[config.mk]
export PLATFORM = sky130hd
export DESIGN_NAME = cp0_irq_ctrl
export DESIGN_NICKNAME = d
export VERILOG_FILES = /design/src/rtl/cp0_irq_ctrl_pkg.sv /design/src/rtl/cp0_irq_ctrl.sv
export SDC_FILE = /design/constraint.sdc
export NUM_CORES = 1
export LEC_CHECK = 0
export ABC_AREA = 1
export ABC_CLOCK_PERIOD_IN_PS = 1500
export CORE_AREA = 2 2 87 89
export CTS_BUF_LIST = sky130_fd_sc_hd__clkbuf_16
export DETAILED_ROUTE_END_ITERATION = 7
export DIE_AREA = 0 0 89 91
export MAX_ROUTING_LAYER = met4
export PLACE_DENSITY = 0.83
export SLEW_MARGIN = 30
export SYNTH_ARGS = -nofsm -noshare
export SYNTH_HDL_FRONTEND = slang
export SYNTH_SLANG_ARGS = --single-unit
[constraint.sdc]
create_clock -name clk -period 1.5 [get_ports clk]
set_input_delay 0.15 -clock clk [delete_from_list [all_inputs] [get_ports clk]]
set_output_delay 0.15 -clock clk [all_outputs]
set_load 0.05 [all_outputs]
[src/rtl/cp0_irq_ctrl_pkg.sv]
// Shared CP0 definitions: register numbers, field positions, reset values and
// the word-alignment helper used for EPC.
package cp0_irq_ctrl_pkg;

    localparam logic [4:0] SEL_SR    = 5'd12;
    localparam logic [4:0] SEL_CAUSE = 5'd13;
    localparam logic [4:0] SEL_EPC   = 5'd14;
    localparam logic [4:0] SEL_PRID  = 5'd15;

    localparam int IM_HI   = 15;
    localparam int IM_LO   = 10;
    localparam int IP_HI   = 15;
    localparam int IP_LO   = 10;
    localparam int EXL_BIT = 1;
    localparam int IE_BIT  = 0;

    localparam logic [31:0] SR_RST_VAL = 32'h0000_FC01;

    // EPC always holds a word-aligned address.
    function automatic logic [31:0] word_align(input logic [31:0] addr);
        return addr & ~32'h3;
    endfunction

endpackage

[src/rtl/cp0_irq_ctrl.sv]
// MIPS coprocessor-0 subset (SR, Cause, EPC, PRId): masks hardware interrupts,
// raises int_req to the pipeline and captures/returns the exception PC.
module cp0_irq_ctrl
    import cp0_irq_ctrl_pkg::*;
#(
    parameter logic [31:0] PRID_VAL  = 32'h4D49_5053,
    parameter int          NUM_HWINT = 6
) (
    input  logic                 clk,
    input  logic                 rst,
    input  logic [NUM_HWINT-1:0] hw_int,
    input  logic [4:0]           rd_sel,
    input  logic [4:0]           wr_sel,
    input  logic                 we,
    input  logic [31:0]          din,
    input  logic [31:0]          pc,
    input  logic                 exl_set,
    input  logic                 exl_clr,
    output logic                 int_req,
    output logic [31:0]          epc,
    output logic [31:0]          dout
);

    logic [NUM_HWINT-1:0] im_q, im_d;
    logic [NUM_HWINT-1:0] ip_q, ip_d;
    logic                 exl_q, exl_d;
    logic                 ie_q, ie_d;
    logic [31:0]          epc_q, epc_d;

    logic [31:0] sr_word;
    logic [31:0] cause_word;

    // Later assignments win: mtc0 < exl_clr < exl_set for EXL, mtc0 < exl_set for EPC.
    always_comb begin
        im_d  = im_q;
        ie_d  = ie_q;
        exl_d = exl_q;
        epc_d = epc_q;
        ip_d  = hw_int;

        if (we && wr_sel == SEL_SR) begin
            im_d  = din[IM_HI:IM_LO];
            exl_d = din[EXL_BIT];
            ie_d  = din[IE_BIT];
        end
        if (we && wr_sel == SEL_EPC) begin
            epc_d = word_align(din);
        end
        if (exl_clr) begin
            exl_d = 1'b0;
        end
        if (exl_set) begin
            exl_d = 1'b1;
            epc_d = word_align(pc);
        end
    end

    always_ff @(posedge clk or posedge rst) begin
        if (rst) begin
            im_q  <= SR_RST_VAL[IM_HI:IM_LO];
            exl_q <= SR_RST_VAL[EXL_BIT];
            ie_q  <= SR_RST_VAL[IE_BIT];
            ip_q  <= '0;
            epc_q <= '0;
        end else begin
            im_q  <= im_d;
            exl_q <= exl_d;
            ie_q  <= ie_d;
            ip_q  <= ip_d;
            epc_q <= epc_d;
        end
    end

    always_comb begin
        sr_word                = '0;
        sr_word[IM_HI:IM_LO]   = im_q;
        sr_word[EXL_BIT]       = exl_q;
        sr_word[IE_BIT]        = ie_q;
        cause_word             = '0;
        cause_word[IP_HI:IP_LO] = ip_q;
    end

    // Reads see registered state only, so a same-cycle mtc0 is not visible yet.
    always_comb begin
        case (rd_sel)
            SEL_SR:    dout = sr_word;
            SEL_CAUSE: dout = cause_word;
            SEL_EPC:   dout = epc_q;
            SEL_PRID:  dout = PRID_VAL;
            default:   dout = '0;
        endcase
    end

    assign int_req = (|(ip_q & im_q)) & ie_q & ~exl_q;
    assign epc     = epc_q;

endmodule
== Word-level counts from Yosys, hierarchy flattened ==
Index checks and enable logic that the tools add are counted.
W data, S select, Z words.

* ROM bits: 0
* Input port bits: 85
* Latch bits: 0
* Memories: 0
* RAM bits: 0
* Output and inout bits: 65
* Bits in registers: 46

* Multipliers: 0
* Reductions and logical operators: 5
* Magnitude comparators: 0
* Mux-type cells: 6
* Divide/modulo/power cells: 0
* Shifts and indexed selects: 0
* Eq/ne operators: 6
* Add/subtract/negate cells: 0
* Bitwise logic cells: 4

{| class="wikitable"
|+ Operators by type and width
! operator !! count
|-
| $pmux W32 S4 || 1
|-
| $mux W32 || 2
|-
| $eq A5 B4 Y1 const B || 6
|-
| $and A6 B6 Y6 || 1
|-
| $reduce_or A6 Y1 || 1
|-
| $mux W1 || 3
|-
| $reduce_bool A3 Y1 || 1
|-
| $and A1 B1 Y1 || 2
|-
| $logic_and A1 B1 Y1 || 2
|-
| $reduce_bool A2 Y1 || 1
|-
| $not A1 Y1 || 1
|}

== Longest topological paths before layout ==
* Word-level depth: 5
* Mapped depth: 8
* Depth with buffers taken out: 7

== Worst setup path after synthesis ==
No wires, ideal clock.

* Kind: reg-to-output
* From: reg epc_q[2], in the netlist epc[2]
* To: out dout[2]
* Path buffers: 0
* Setup slack: -23 ps
* Stages on the path, launching flop included: 3
* Data required time: 1350 ps
* Data arrival time: 1373 ps
* Cell sequence: dfrtp_1 -> inv_1 -> nor2_1

* Word-level cells in the longest chain between the ends: 1

{| class="wikitable"
|+ RTL lines
! what !! line !! RTL
|-
| from (decl) || cp0_irq_ctrl.sv:28 || <nowiki>logic [31:0] epc_q, epc_d;</nowiki>
|-
| from (signal assigned) || cp0_irq_ctrl.sv:70 || <nowiki>epc_q <= epc_d;</nowiki>
|-
| $pmux W32 S4 || cp0_irq_ctrl.sv:85 || <nowiki>case (rd_sel)</nowiki>
|-
| to (decl) || cp0_irq_ctrl.sv:21 || <nowiki>output logic [31:0] dout</nowiki>
|}

No other way between the ends.

== Worst setup path after layout ==
* From: reg im_q[3]
* To: out int_req

* Word-level cells in the longest chain between the ends: 4

{| class="wikitable"
|+ RTL lines
! what !! line !! RTL
|-
| from (decl) || cp0_irq_ctrl.sv:24 || <nowiki>logic [NUM_HWINT-1:0] im_q, im_d;</nowiki>
|-
| from (signal assigned) || cp0_irq_ctrl.sv:60 || <nowiki>im_q <= SR_RST_VAL[IM_HI:IM_LO];</nowiki>
|-
| from (signal assigned) || cp0_irq_ctrl.sv:66 || <nowiki>im_q <= im_d;</nowiki>
|-
| $and A6 B6 Y6 || cp0_irq_ctrl.sv:94 || <nowiki>assign int_req = (|(ip_q & im_q)) & ie_q & ~exl_q;</nowiki>
|-
| $reduce_or A6 Y1 || cp0_irq_ctrl.sv:94 ||
|-
| $and A1 B1 Y1 (2 in a row) || cp0_irq_ctrl.sv:94 ||
|-
| to (decl) || cp0_irq_ctrl.sv:19 || <nowiki>output logic int_req,</nowiki>
|}

No other way between the ends.

==> flow_summary.toml <==
[power_and_ir_drop]
pwr-share-clk_pct = 26.3
power.density_nw_per_um2 = 780.9
peakVddDrop_mv = 0.5133
power_frac_seq_pct = 38.0
p_sw_mw = 1.339
leakage_nw = 2.477
pwr-share-comb_pct = 35.7
switching_share_pct = 34.65
intPower_mw = 2.525

[floorplan]
initial_core_util_pct = 38.46
core_um2 = 7137
die_w_um = 89
rows = 31
fp.dieH_um = 91
io_pins = 150
die_area_um2 = 8099

[yosys]
yosys.area.top_type = "dfrtp_1"
synth_edf_count = 0
ys_types = 19
yosysTopAreaCellShare_pct = 33.73
synthTopCellsByArea = "dfrtp_1, nand2_1, nand3_1, dfstp_2, nor2_4"
yosysSeqAreaShare_pct = 40.43
yosys_most_used_dff = "dfrtp_1"
syn_area_per_cell_um2 = 7.186
yosys-top-cells-count = "nand2_1, nand3_1, dfrtp_1"
synth_seq_cells = 44
async_flop_share_pct = 100.0
synth_most_common_cell = "nand2_1"
yosys_warnings = 0
netlist_instances = 382
syn_area_um2 = 2745

[final_layout]
fin_nets = 617
syn_to_final_growth_pct = 80.26
stdcell_area_um2 = 4949
drive_above_1_share_pct = 26.64

[routing]
avgRoutedWirePerCell_um = 14.19
drc = 0
first_pass_iters = 4
ant_nets = 0
avgViaCountPerCell = 4.886
drt-initial-drc-count = 153
vias = 3093
wl_mm = 8.980

[clock_tree]
cts_htree_levels = 2
clock-sinks = 44
root_buffer = "clkbuf_16"
numCtsBuffers = 5
insertion_delay_ns = 0.27
clock_path_buffers = 2
hold_buffers = 0
clk_pin_slew_ns = 0.06
tritoncts = "done"

[sta]
whs_ns = 0.2136
finalHoldViolCount = 0
setup-tns-final_ns = 0
period_needed_ns = 1.474
rsz0062_at_grt = "true"
finalClockSkew_ns = 0
setup_viol = 0
drv_slew = 0
fmax_mhz = 678.5
min_period_over_period_pct = 98.25

[critical_path]
cp_cell_sequence = "nand2_2, nand3_2, nor2_2, nor2_2, buf_12"
crit_required_ns = 1.35
worstRegToRegCells = 2
crit_start = "im_q[3]"
rrSetupSlack_ns = 0.70
crit_fanout = 3
cpPeakStageDelay_ns = 0.56
critPathTopFamily = "flip-flops"
crit_type = "register to output port"
cp-end-kind = "output port"
crit_top_cell = "nor2_2"
crit_path_start_kind = "register"
worstPathBufferInverterCount = 1
endpoint = "int_req"
r2r-end = "im_q[2]"
rr_startpoint = "im_q[2]"
arrival_ns = 1.32
cpMaxStageDelayCell = "dfstp_2"
crit_cells = 5

[grt]
overflow = 0
grt_pass1_wl_mm = 14.07
track_usage_pct = 22.62
grt_pass1_vias = 3005
grt_max_degree = 45
antenna_found_initial = 1

[placement]
placed_area_um2 = 4594
dp_hpwl_mm = 6.594
place_congestion = 0.9104
port_buffers = 145

[run]
drv_cap = 0

[outcome]
status = "finished clean"

[hold_path]
hp-class = "input pin to async pin"
## logic make-up (layout without fill, tap and decap cells)
group | after synthesis | after routing | share of synthesized area (%)
AND/OR/NAND/NOR | 267 | 267 | 45.21
buffers and inverters | 55 | 205 | 11.30
flip-flops | 44 | 44 | 40.43
AO/OA/AOI/OAI | 15 | 15 | 2.917
other | 1 | 3 | 0.1366
## worst min-delay path, delay by kind of cell
family / cells / cell delay, ns
buffers and inverters: 3 / 0.71
## power by group through the flow
stage / Sequential (mW) / Combinational, mW / Clock, mW
2_1_floorplan: 1.76 / 0.456 / 0
3_3_place_gp: 1.47 / 1.29 / 0
3_5_place_dp: 1.48 / 1.32 / 0
4_1_cts: 1.46 / 1.36 / 1.04
5_1_grt: 1.49 / 1.46 / 1.10
6_report: 1.47 / 1.38 / 1.02
## routing by layer
layer | vias up | GRT usage [%] | wire length, um
li1 | 1488 | - | -
met1 | 1431 | 26.27 | 3455
met2 | 154 | 39.18 | 4635
met3 | 20 | 3.545 | 669
met4 | 0 | 7.711 | 218
met5 | - | - | 0
## layout by cell type, fill, tap and decap left out
master	count
nand2_1	165
clkdlybuf4s50_1	77
nand3_1	60
buf_12	41
buf_4	40
dfrtp_1	37
inv_1	26
nor2_4	15
nand2_2	7
o21ai_0	7
dfstp_2	7
o21ai_1	6
nand3_2	5
nor2_2	5
clkbuf_16	5
dlygate4sd2_1	5
inv_2	4
nor2_1	3
nand2_4	3
nor2_8	2
o211ai_1	2
nand3_4	2
conb_1	2
clkinv_2	2
bufbuf_16	2
diode_2	1
clkinv_1	1
buf_16	1
buf_6	1
## final cells by class
class / count / area [um^2]
tap: 99 / 123.9
clock inverter: 3 / 13.76
fill: 587 / 2188
sequential: 44 / 1110
multi-input combinational: 284 / 1421
antenna: 1 / 2.502
inverter: 30 / 112.6
timing repair buffer: 167 / 2039
clock buffer: 5 / 125.1
## metrics by stage
| stage | cells | power [mW] | setup slack, ns | util (%) |
|---|---|---|---|---|
| global route | 633 | 4.045 | -0.04410 | 69.34 |
| CTS | 630 | 3.855 | 0.001465 | 68.50 |
| global placement | 617 | 2.759 | -0.09962 | 64.38 |
| floorplan | 383 | 2.218 | 0.03125 | - |
| finish | 633 | 3.864 | 0.02618 | 69.34 |
| detailed placement | 617 | 2.793 | -0.1649 | 64.38 |
## repair_timing
item	CTS	global route
resized for setup	14	11
hold endpoints to repair	0	0
setup buffers	2	2
setup endpoints to repair	33	7
pin swaps	1	6
cloned	3	0
## worst min-delay path by stage
| stage | end | slack (ns) | cells after the start |
|---|---|---|---|
| after floorplan | ip_q[0] | 0.18 | 0 |
| after global placement | ie_q | 0.46 | 2 |
| after detailed placement | ie_q | 0.47 | 2 |
| after CTS | ip_q[0] | 0.23 | 3 |
| after global routing | ip_q[1] | 0.25 | 3 |
| final | ip_q[1] | 0.21 | 3 |
## registers in the layout (all words and copies together), names as in the netlist
name / count
epc: 30
ip_q: 6
im_q: 6
exl_q: 1
ie_q: 1
No activity file was read; power rests on OpenSTA's default activity.
